===== src/rtl/riscv_pipe_pkg.sv =====
// Shared types and constants for the 5-stage RISC-V pipeline control logic.
package riscv_pipe_pkg;

   localparam int unsigned REG_ADDR_W = 5;

   // A pipeline bubble is an all-zero register image.
   localparam logic [31:0] BUBBLE = 32'h0000_0000;

   typedef enum logic [1:0] {
      RUN      = 2'd0,
      MEM_WAIT = 2'd1,
      FAULT    = 2'd2
   } pipe_state_e;

   function automatic logic load_use_hazard(
      input logic                  memread,
      input logic [REG_ADDR_W-1:0] rd,
      input logic [REG_ADDR_W-1:0] rs1,
      input logic [REG_ADDR_W-1:0] rs2
   );
      return memread && (rd != '0) && ((rd == rs1) || (rd == rs2));
   endfunction

endpackage


===== src/rtl/sat_counter.sv =====
// Saturating up-counter with enable; sticks at all-ones, clears on reset.
module sat_counter #(
   parameter int unsigned WIDTH = 32
) (
   input  logic             clk,
   input  logic             reset,
   input  logic             en,
   output logic [WIDTH-1:0] count
);

   always_ff @(posedge clk or posedge reset) begin
      if (reset) begin
         count <= '0;
      end else if (en && (count != '1)) begin
         count <= count + WIDTH'(1);
      end
   end

endmodule


===== src/rtl/pipeline_hazard_ctrl.sv =====
// Stall/flush sequencer for the 5-stage pipeline with memory-timeout fault trap.
// Optional performance counters are built when PIPE_CTRL_PERF_EN is defined.
module pipeline_hazard_ctrl
   import riscv_pipe_pkg::*;
#(
   parameter int unsigned MEM_TIMEOUT = 16
`ifdef PIPE_CTRL_PERF_EN
   ,
   parameter int unsigned PERF_W      = 32
`endif
) (
   input  logic                  clk,
   input  logic                  reset,
   input  logic [REG_ADDR_W-1:0] id_rs1,
   input  logic [REG_ADDR_W-1:0] id_rs2,
   input  logic [REG_ADDR_W-1:0] ex_rd,
   input  logic                  ex_memread,
   input  logic                  ex_branch_taken,
   input  logic                  mem_req,
   input  logic                  mem_ready,
   output logic                  pc_write,
   output logic                  if_id_write,
   output logic                  id_ex_write,
   output logic                  ex_mem_write,
   output logic                  if_id_flush,
   output logic                  id_ex_flush,
   output logic                  mem_wb_flush,
   output logic                  stall,
   output logic                  mem_fault
`ifdef PIPE_CTRL_PERF_EN
   ,
   output logic [PERF_W-1:0]     perf_stall_cnt,
   output logic [PERF_W-1:0]     perf_flush_cnt
`endif
);

   localparam int unsigned CNT_W = $clog2(MEM_TIMEOUT);
   localparam logic [CNT_W-1:0] CNT_LAST = CNT_W'(MEM_TIMEOUT - 1);

   pipe_state_e      state;
   logic [CNT_W-1:0] wait_cnt;
   logic             fault;
   logic             mem_stall;
   logic             hazard;

   assign hazard = load_use_hazard(ex_memread, ex_rd, id_rs1, id_rs2);

   // Once waiting, the access is outstanding until mem_ready regardless of mem_req.
   assign mem_stall = (state == MEM_WAIT) ? ~mem_ready :
                      (state == RUN)      ? (mem_req & ~mem_ready) : 1'b0;

   always_comb begin
      pc_write     = 1'b0;
      if_id_write  = 1'b0;
      id_ex_write  = 1'b0;
      ex_mem_write = 1'b0;
      if_id_flush  = 1'b0;
      id_ex_flush  = 1'b0;
      mem_wb_flush = 1'b0;
      if (reset) begin
         if_id_flush  = 1'b1;
         id_ex_flush  = 1'b1;
         mem_wb_flush = 1'b1;
      end else if (state != FAULT) begin
         if (mem_stall) begin
            mem_wb_flush = 1'b1;
         end else if (ex_branch_taken) begin
            pc_write     = 1'b1;
            if_id_write  = 1'b1;
            id_ex_write  = 1'b1;
            ex_mem_write = 1'b1;
            if_id_flush  = 1'b1;
            id_ex_flush  = 1'b1;
         end else if (hazard) begin
            id_ex_write  = 1'b1;
            ex_mem_write = 1'b1;
            id_ex_flush  = 1'b1;
         end else begin
            pc_write     = 1'b1;
            if_id_write  = 1'b1;
            id_ex_write  = 1'b1;
            ex_mem_write = 1'b1;
         end
      end
   end

   assign stall     = ~pc_write;
   assign mem_fault = fault;

   // The counter includes the first stall cycle seen in RUN, so the fault fires
   // after exactly MEM_TIMEOUT consecutive wait cycles.
   always_ff @(posedge clk or posedge reset) begin
      if (reset) begin
         state    <= RUN;
         wait_cnt <= '0;
         fault    <= 1'b0;
      end else begin
         unique case (state)
            RUN: begin
               if (mem_req && !mem_ready) begin
                  state    <= MEM_WAIT;
                  wait_cnt <= CNT_W'(1);
               end
            end
            MEM_WAIT: begin
               if (mem_ready) begin
                  state    <= RUN;
                  wait_cnt <= '0;
               end else if (wait_cnt == CNT_LAST) begin
                  state    <= FAULT;
                  wait_cnt <= '0;
                  fault    <= 1'b1;
               end else begin
                  wait_cnt <= wait_cnt + CNT_W'(1);
               end
            end
            FAULT: begin
               state <= FAULT;
               fault <= 1'b1;
            end
            default: begin
               state    <= RUN;
               wait_cnt <= '0;
            end
         endcase
      end
   end

`ifdef PIPE_CTRL_PERF_EN
   sat_counter #(
      .WIDTH(PERF_W)
   ) u_stall_cnt (
      .clk  (clk),
      .reset(reset),
      .en   (stall && (state != FAULT)),
      .count(perf_stall_cnt)
   );

   sat_counter #(
      .WIDTH(PERF_W)
   ) u_flush_cnt (
      .clk  (clk),
      .reset(reset),
      .en   (if_id_flush && !reset),
      .count(perf_flush_cnt)
   );
`endif

endmodule


===== config.mk =====
export PLATFORM = sky130hd
export DESIGN_NAME = pipeline_hazard_ctrl
export DESIGN_NICKNAME = d
export VERILOG_FILES = /design/src/rtl/riscv_pipe_pkg.sv /design/src/rtl/sat_counter.sv /design/src/rtl/pipeline_hazard_ctrl.sv
export SDC_FILE = /design/constraint.sdc
export NUM_CORES = 1
export LEC_CHECK = 0
export BUFFER_PORTS_ARGS = -buffer_cell sky130_fd_sc_hd__buf_2
export CAP_MARGIN = 5
export CORE_AREA = 2 2 39 41
export CTS_BUF_LIST = sky130_fd_sc_hd__clkbuf_4 sky130_fd_sc_hd__clkbuf_8
export CTS_CLUSTER_DIAMETER = 100
export DETAILED_ROUTE_END_ITERATION = 7
export DIE_AREA = 0 0 41 43
export GPL_TIMING_DRIVEN = 0
export HOLD_SLACK_MARGIN = 0.06
export PLACE_DENSITY = 0.83
export SYNTH_ARGS = -nofsm -noshare
export SYNTH_HDL_FRONTEND = slang
export SYNTH_SLANG_ARGS = --single-unit

===== constraint.sdc =====
create_clock -name clk -period 1.75 [get_ports clk]
set_clock_uncertainty 0.1 [all_clocks]
set_input_delay 0.2625 -clock clk [delete_from_list [all_inputs] [get_ports clk]]
set_output_delay 0.2625 -clock clk [all_outputs]
set_load 0.02 [all_outputs]

After elaboration in Yosys (flattened, before gate mapping)

Index checks and enable logic that the tools add are counted.

Reductions and logical operators: 11
Add/sub/neg operators: 1
Equality and inequality tests: 10
Muxes and demuxes: 33
Bitwise gates (word level): 4

Operator list:

| kind                  | number |
|---|---|
| $mux W1               | 24 |
| $mux W4               | 3 |
| $pmux W4 S3           | 1 |
| $eq A5 B5 Y1          | 2 |
| $mux W2               | 3 |
| $pmux W2 S3           | 1 |
| $reduce_bool A5 Y1    | 1 |
| $add A4 B1 Y4 const B | 1 |
| $eq A4 B4 Y1 const B  | 1 |
| $ne A2 B1 Y1 const B  | 2 |
| $ne A2 B2 Y1 const B  | 2 |
| $reduce_and A2 Y1     | 2 |
| $logic_and A1 B1 Y1   | 3 |
| $ne A3 B2 Y1 const B  | 1 |
| $not A1 Y1            | 3 |
| $reduce_and A3 Y1     | 1 |
| $eq A2 B1 Y1 const B  | 1 |
| $eq A2 B2 Y1 const B  | 1 |
| $logic_not A2 Y1      | 1 |
| $pmux W1 S2           | 1 |
| $reduce_bool A2 Y1    | 1 |
| $and A1 B1 Y1         | 1 |
| $logic_not A1 Y1      | 1 |
| $logic_or A1 B1 Y1    | 1 |

Flip-flop bits (word level): 7
Input port bits: 21

Depth between registers and ports, before layout

Gate-level depths: netlist of run 1.

Depth in word-level cells: 9
Depth in mapped cells: 5

Worst setup path before layout of run 1

No wires, ideal clock.

Kind: register -> output
Start: reg state[0]
End: out pc_write
Path slack: -0.186 ns
Path buffers: 1
Data arrival time: 1.574 ns
Required time: 1.387 ns
Stages on the path, launching flop included: 5
Cell sequence: dfrtp_1 o21ai_1 and3_1 o31a_1 buf_4

Longest elaborated chain between the ends: 6

RTL lines:

| item                     | line                        | text |
|---|---|---|
| from (decl)              | pipeline_hazard_ctrl.sv:40  | `pipe_state_e state;` |
| from (signal assigned)   | pipeline_hazard_ctrl.sv:94  | `state <= RUN;` |
| from (signal assigned)   | pipeline_hazard_ctrl.sv:101 | `state <= MEM_WAIT;` |
| from (signal assigned)   | pipeline_hazard_ctrl.sv:107 | `state <= RUN;` |
| $logic_not A2 Y1         | pipeline_hazard_ctrl.sv:50  | `(state == RUN) ? (mem_req & ~mem_ready) : 1'b0;` |
| $mux W1                  | pipeline_hazard_ctrl.sv:50  |  |
| $mux W1                  | pipeline_hazard_ctrl.sv:49  | `assign mem_stall = (state == MEM_WAIT) ? ~mem_ready :` |
| $mux W1                  | n/a                         |  |
| $mux W1 (*) (2 in a row) | n/a                         |  |
| to (decl)                | pipeline_hazard_ctrl.sv:21  | `output logic pc_write,` |

Every way passes the cells marked *; elsewhere a longest branch is shown, timed or not.

Final worst setup path of run 1

Start: reg state[1]
End: out if_id_write

Longest elaborated chain between the ends: 6

RTL lines:

| item             | line                       | text |
|---|---|---|
| $logic_not A2 Y1 | pipeline_hazard_ctrl.sv:50 |  |
| $mux W1          | pipeline_hazard_ctrl.sv:50 |  |
| $mux W1          | pipeline_hazard_ctrl.sv:49 |  |
| $mux W1          | pipeline_hazard_ctrl.sv:65 | `if (mem_stall) begin` |
| $mux W1 (*)      | pipeline_hazard_ctrl.sv:64 | `end else if (state != FAULT) begin` |
| $mux W1 (*)      | pipeline_hazard_ctrl.sv:60 | `if (reset) begin` |
| to (decl)        | pipeline_hazard_ctrl.sv:22 | `output logic if_id_write,` |

Marked as above.

==> impl_results.md, run 1 <==
* Global-route wire length before repair at 2056 microns
* Count of antenna diodes in the layout at 0
* Required @ worst endpoint at 1390 ps
* Inserted Clock Buffers at 3
* Final estimated routing congestion in global placement at 0.7506
* Wire length on met1 at 582 microns
* Tcrit/Tclk final at 106.3%
* Worst max-slew margin expressed relative to the limit at 78.00%
* CTS root buffer: clkbuf_4
* Vertical die dimension at 43 microns
* Yosys warning count at 0
* Mean area per synthesized cell at 8.845 sq um
* Count of boundary I/O pins at 30
* Accumulated negative setup slack at -298.8 ps
* Sink count of the clock tree at 7
* DRT Pass-1 Iters at 3
* Post-Place Cell Area at 686.9 sq um
* Number of slew-limit violations in the final report at 0
* Kind of critical path: register to output pin
* Unique masters post-synth at 28
* Transition time at the pin with the least slew margin at 328.9 ps
* Largest fanout on the critical path at 4
* Insertion delay to the later sink of the worst-skew pair at 260 ps
* Setup Viol. Count Final at 4
* Die Area at 1763 sq um
* IR drop worst, VDD at 0.2761 mV
* Clock tree from TritonCTS: yes
* Non-Filler Cell Area, Final at 860.8 sq um
* Number of antenna-violating nets in the routed design at 0
* Total number of vias at 582
* Count of fill cells added during filler insertion at 110
* Max Clk Rate at 537.5 MHz
* Maximum number of pins on one net before global-route repair at 8
* Max-capacitance violation count at 0
* Tmin final at 1861 ps
* Half-perimeter wire length after detailed placement at 960.9 microns
* Startpoint Class: register
* Sequential cell area fraction in the yosys report at 34.15%
* Type of the most critical hold path: input pin to register
* Routed met2 length at 763 microns
* Cells after Synth at 58
* Post-Synthesis Cell Area at 513.0 sq um
* Area growth, synth to finish at 67.80%
* Top Metal Used: met3
* Critical Path Sink Type: output pin
* Port bufs at 29
* Worst Slack Setup Final at -110.5 ps
* DRT Wirelength at 1474 microns
* Fraction of final layout cells with drive strength greater than 1 at 53.54%
* Worst-case clock buffer depth at 2
* Detail Route met3 WL at 128 microns
* Core outline area at 1384 sq um
* Number of DRC markers in iteration 0 at 9
* Antenna violations before repair at 0
* Count of endpoints failing hold in the final timing report at 0
* Setup repair after global routing missed its margin: true
* Failing checks: negative setup slack
* X dimension of the die at 41 microns
* Gr ovfl total at 0
* Final Net Count at 122
* Per-cell routed wire length at 12.82 microns
* Ratio of routed vias to standard cells at 5.061
* Number of global-route vias before repair at 570
* Power per Cell Area at 497.4 nW/um^2
* Total number of placement rows at 14
* Residual DRC count at 0
* Htree depth at 1
* Post-synth net total at 80
* Leakage dissipation at 0.4108 nW
* Global-route usage over all layers at 17.24%
* Outcome: finished with violations
* Post-place setup slack at -148.3 ps
* Clk slew on worst S/H paths at 60 ps
* Worst EP arrival at 1500 ps
* Post-synthesis sequential element count at 7
* Starting density of the core at 37.07%
metrics by stage:
step | instances | util (%) | hold WS (ps) | total power, W
4_1_cts | 112 | 59.58 | 155.8 | 0.0004262
3_3_place_gp | 103 | 49.64 | 136.3 | 0.0002381
3_5_place_dp | 103 | 49.64 | 143.7 | 0.0002403
5_1_grt | 115 | 62.21 | 195.4 | 0.0004455
6_report | 115 | 62.21 | 166.7 | 0.0004282
2_1_floorplan | 58 | - | -1.460 | 0.0002009
Yosys cell counts (all sizes together):
master | number | area, sq um
o31ai | 2 | 15.01
o311ai | 1 | 8.760
nor2 | 4 | 15.01
mux2i | 1 | 10.01
dfrtp | 7 | 175.2
ha | 1 | 12.51
xor2 | 10 | 87.58
a32o | 1 | 10.01
nand2 | 8 | 30.03
a21o | 1 | 7.510
nand2b | 1 | 6.260
xnor2 | 1 | 8.760
nor3 | 2 | 10.01
o31a | 1 | 8.760
o22ai | 1 | 6.260
nor2b | 1 | 6.260
buf | 2 | 15.01
inv | 1 | 3.750
and3 | 1 | 6.260
or4 | 1 | 11.26
or2 | 1 | 6.260
nand3 | 2 | 10.01
a22oi | 1 | 7.510
nand4 | 1 | 6.260
o21ai | 3 | 18.76
a21oi | 2 | 10.01
registers in the layout (all words and copies together), names as in the netlist:
signal and count:
state 2, mem_fault 1, wait_cnt 4
area by class of cell:
cell class              count  area, sq um  area share, %
repair buffers             37        246.5          28.63
clock buffers               4        30.03          3.488
plain buffers               2        15.01          1.744
well taps                  16        20.02          2.326
multi-input cells          48        367.9          42.73
inverters                   1        3.754         0.4360
flip-flops and latches      7        177.7          20.64
cells in the final DEF (no fill, tap or decap), types with 2 or more instances in the layout:
cell,count
o31ai_1,2
buf_4,8
o21ai_4,2
dfrtp_2,2
nor2_1,3
buf_6,5
buf_2,24
xor2_1,10
nand2_1,8
a21oi_1,2
clkbuf_4,4
nor3_2,2
nand3_1,2
dfrtp_1,5
cell families after synthesis:
logic type | count (synthesis) | synth area share [%]
xor+xnor | 11 | 18.78
compound gates | 13 | 18.05
flops | 7 | 34.15
fa+ha+maj | 1 | 2.439
mux | 1 | 1.951
simple gates | 22 | 20.98
buf+inv | 3 | 3.657
metal layers:
| layer | global-route usage (%) | vias to the layer above |
|---|---|---|
| met1 | 15.95 | 263 |
| met3 | 1.571 | 0 |
| met5 | 0 | - |
| met2 | 32.81 | 28 |
| li1 | - | 291 |
| met4 | 9.333 | 0 |
what timing repair did:
item / CTS / global route
resized for setup: 16 / 5
endpoints found under the setup margin: 7 / 5
hold buffers: 1 / 0
hold endpoints to repair: 7 / 0
pin swaps: 5 / 3
cloned: 0 / 0
buffers inserted: 4 / 3
power by group:
part	internal (W)	total (W)	leakage [nW]	switching, W
Combinational	0.0000434	0.0000897	0.308	0.0000463
Clock	0.000103	0.000174	0.0184	0.0000706
Sequential	0.000163	0.000165	0.0843	0.00000167
final timing paths:
kind | start | end | slack [ps] | depth (start not counted)
setup reg to reg | state[0]$_DFFE_PP0P_ | mem_fault$_DFFE_PP0P_ | 330 | 5
max in group asynchronous | reset | state[1]$_DFFE_PP0P_ | 800 | 3
hold / removal | mem_ready | state[1]$_DFFE_PP0P_ | 170 | 2
setup / recovery | state[1]$_DFFE_PP0P_ | if_id_write | -110 | 6
hold reg to reg | mem_fault$_DFFE_PP0P_ | mem_fault$_DFFE_PP0P_ | 370 | 1
min in group asynchronous | reset | wait_cnt[0]$_DFFE_PP0P_ | 490 | 3
worst max-delay path: stages, from the launching register on:
cell     delay [ps]
dfrtp_2         440
nor2_4          150
o21ai_4          80
and3_4          180
o31a_1          120
buf_4           140
buf_6           120
Note: power is estimated with default switching activity, not from simulation.
==> run 2: changes to the inputs <==
RECOVER_POWER = 50   (was unset)
==> run 2 against run 1 <==
  * Critical path depth unchanged
  * Combinational power about the same
  * Largest cell class unchanged
  * Non-clock buffer count did not move
  * Maximum frequency did not move
  * Global-route usage unchanged
  * The run still ends with negative setup slack left
  * Routed wire length down 0.14%
  * First-iteration DRC count unchanged
  * Cell area down 0.15%
  * Register-to-register slack is essentially flat
  * Via count unchanged
==> impl_results.md, run 2 (same netlist as run 1, synthesis figures left out) <==
* Half-perimeter wire length after detailed placement at 960.9 microns (unchanged)
* Worst Slack Setup Final at -110.5 ps (unchanged)
* Ratio of routed vias to standard cells at 5.061 (unchanged)
* Startpoint Class: register (unchanged)
* Global-route wire length before repair at 2056 microns (unchanged)
* Switching share of power at 27.69% (unchanged)
* Type of the most critical hold path: input pin to register (unchanged)
* Flip-flop count of the largest register after layout at 4 (unchanged)
* Antenna violations before repair at 0 (unchanged)
* Die Area at 1763 sq um (unchanged)
* Gr ovfl total at 0 (unchanged)
* Count of boundary I/O pins at 30 (unchanged)
* Number of DRC markers in iteration 0 at 9 (unchanged)
* Clk slew on worst S/H paths at 60 ps (about the same)
* Inserted Clock Buffers at 3 (unchanged)
* Total number of placement rows at 14 (unchanged)
* Number of slew-limit violations in the final report at 0 (unchanged)
* Critical Path Sink Type: output pin (unchanged)
* Htree depth at 1 (unchanged)
* Count of fill cells added during filler insertion at 111 (was 110)
* Final estimated routing congestion in global placement at 0.7506 (unchanged)
* Total number of vias at 582 (unchanged)
* Accumulated negative setup slack at -298.8 ps (unchanged)
* Core outline area at 1384 sq um (unchanged)
* Global-route usage over all layers at 17.24% (unchanged)
* Highest-count cells in the layout ignoring fill and taps: buf_2 (23), xor2_1 (10), nand2_1 (8), buf_4 (8) (was buf_2 (24), xor2_1 (10), nand2_1 (8), buf_4 (8))
* Maximum number of pins on one net before global-route repair at 8 (unchanged)
* DRT Pass-1 Iters at 3 (unchanged)
* Fraction of power consumed by sequential logic at 38.4% (about the same)
* IR drop worst, VDD at 0.2761 mV (unchanged)
* Leakage dissipation at 0.4097 nW (was 0.4108 nW)
* Fraction of final layout cells with drive strength greater than 1 at 52.53% (was 53.54%)
* DRT Wirelength at 1472 microns (was 1474 microns)
* Number of global-route vias before repair at 570 (unchanged)
* Clock network fraction of total power at 40.6% (about the same)
* Clock tree from TritonCTS: yes (unchanged)
* Launching instance or port of the critical path: state[1]$_DFFE_PP0P_ (unchanged)
* Setup Viol. Count Final at 4 (unchanged)
* Residual DRC count at 0 (unchanged)
* Insertion delay to the later sink of the worst-skew pair at 260 ps (about the same)
* Most flop-heavy register: wait_cnt (unchanged)
* Largest fanout on the critical path at 4 (unchanged)
* Critical register-to-register path startpoint: state[0]$_DFFE_PP0P_ (unchanged)
* Internal Pwr Total at 0.0003096 W (unchanged)
* Setup repair after global routing missed its margin: true (unchanged)
* Required @ worst endpoint at 1390 ps (about the same)
* Sink count of the clock tree at 7 (unchanged)
* Kind of critical path: register to output pin (unchanged)
* Max-capacitance violation count at 0 (unchanged)
* Worst EP arrival at 1500 ps (about the same)
* Final Net Count at 122 (unchanged)
* Per-cell routed wire length at 12.80 microns (was 12.82 microns)
* Post-place setup slack at -148.3 ps (unchanged)
* Max Clk Rate at 537.5 MHz (unchanged)
* Startpoint of the tightest hold check path: mem_ready (unchanged)
* Transition time at the pin with the least slew margin at 328.9 ps (unchanged)
* Most common cell after layout, fill and taps aside: buf_2 (unchanged)
* Worst-case clock buffer depth at 2 (unchanged)
* Vertical die dimension at 43 microns (unchanged)
* Count of antenna diodes in the layout at 0 (unchanged)
* Number of antenna-violating nets in the routed design at 0 (unchanged)
* Failing checks: negative setup slack (unchanged)
* Hold slack at 166.7 ps (about the same)
* Count of endpoints failing hold in the final timing report at 0 (unchanged)
* Switching power of the nets at 0.0001186 W (unchanged)
* Starting density of the core at 37.07% (unchanged)
* Area growth, synth to finish at 67.56% (was 67.80%)
* CTS root buffer: clkbuf_4 (unchanged)
* Worst max-slew margin expressed relative to the limit at 78.00% (unchanged)
* Tmin final at 1861 ps (unchanged)
* Port bufs at 29 (unchanged)
* X dimension of the die at 41 microns (unchanged)
* Outcome: finished with violations (unchanged)
* Share of total power in combinational logic at 21.0% (about the same)
* Tcrit/Tclk final at 106.3% (unchanged)
* Power per Cell Area at 498.2 nW/um^2 (was 497.4 nW/um^2)
run 2: changes by cell type in the layout (fill, tap and decap cells not counted), sizes merged:
cell / change
clkbuf: +1
buf: -1
run 2: stage by stage:
stage               instance area, sq um  instances  util, %  power (W)
detailed placement                 686.9        103    49.64  0.0002403
floorplan                          521.8         58        -  0.0002009
global route                       859.6        115    62.12  0.0004455
global placement                   686.9        103    49.64  0.0002381
CTS                                824.5        112    59.58  0.0004262
finish                             859.6        115    62.12  0.0004282
run 2: critical path: stages (launching register included):
cell     delay, ps
dfrtp_2        440
nor2_4         150
o21ai_4         80
and3_4         180
o31a_1         120
buf_4          140
buf_6          120
run 2: what timing repair did:
action | in CTS | in global routing
gates resized for setup | 16 | 5
hold buffers | 1 | 0
endpoints found under the hold margin | 7 | 0
buffers inserted | 4 | 3
pin swaps | 5 | 3
endpoints found under the setup margin | 7 | 5
run 2: power groups by stage:
stage	registers, W	logic (W)	clock network (W)
floorplan	0.000167	0.0000337	0
global placement	0.000168	0.0000706	0
detailed placement	0.000168	0.0000727	0
CTS	0.000165	0.0000880	0.000174
global route	0.000165	0.0000964	0.000184
finish	0.000165	0.0000897	0.000174
run 2: worst paths after layout:
path                                      endpoint  cells past startpoint  slack [ps]
setup reg to reg             mem_fault$_DFFE_PP0P_                      5         330
hold / removal                state[1]$_DFFE_PP0P_                      2         170
max in group asynchronous     state[1]$_DFFE_PP0P_                      3         800
min in group asynchronous  wait_cnt[0]$_DFFE_PP0P_                      3         490
setup / recovery                       if_id_write                      6        -110
hold reg to reg              mem_fault$_DFFE_PP0P_                      1         370
run 2: cell type report:
type                       instances  area, sq um  area share, %
inverter                           1        3.754         0.4367
timing repair buffer              37        245.2          28.53
tap                               16        20.02          2.329
clock buffer                       4        30.03          3.493
multi-input combinational         48        367.9          42.79
buffer                             2        15.01          1.747
sequential                         7        177.7          20.67
run 2: per-layer routing:
| metal | vias to the layer above | track usage, % | share of wire, % |
|---|---|---|---|
| met4 | 0 | 9.333 | 0 |
| met1 | 263 | 15.95 | 39 |
| li1 | 291 | - | - |
| met5 | - | 0 | 0 |
| met3 | 0 | 1.571 | 8.6 |
| met2 | 28 | 32.81 | 52 |
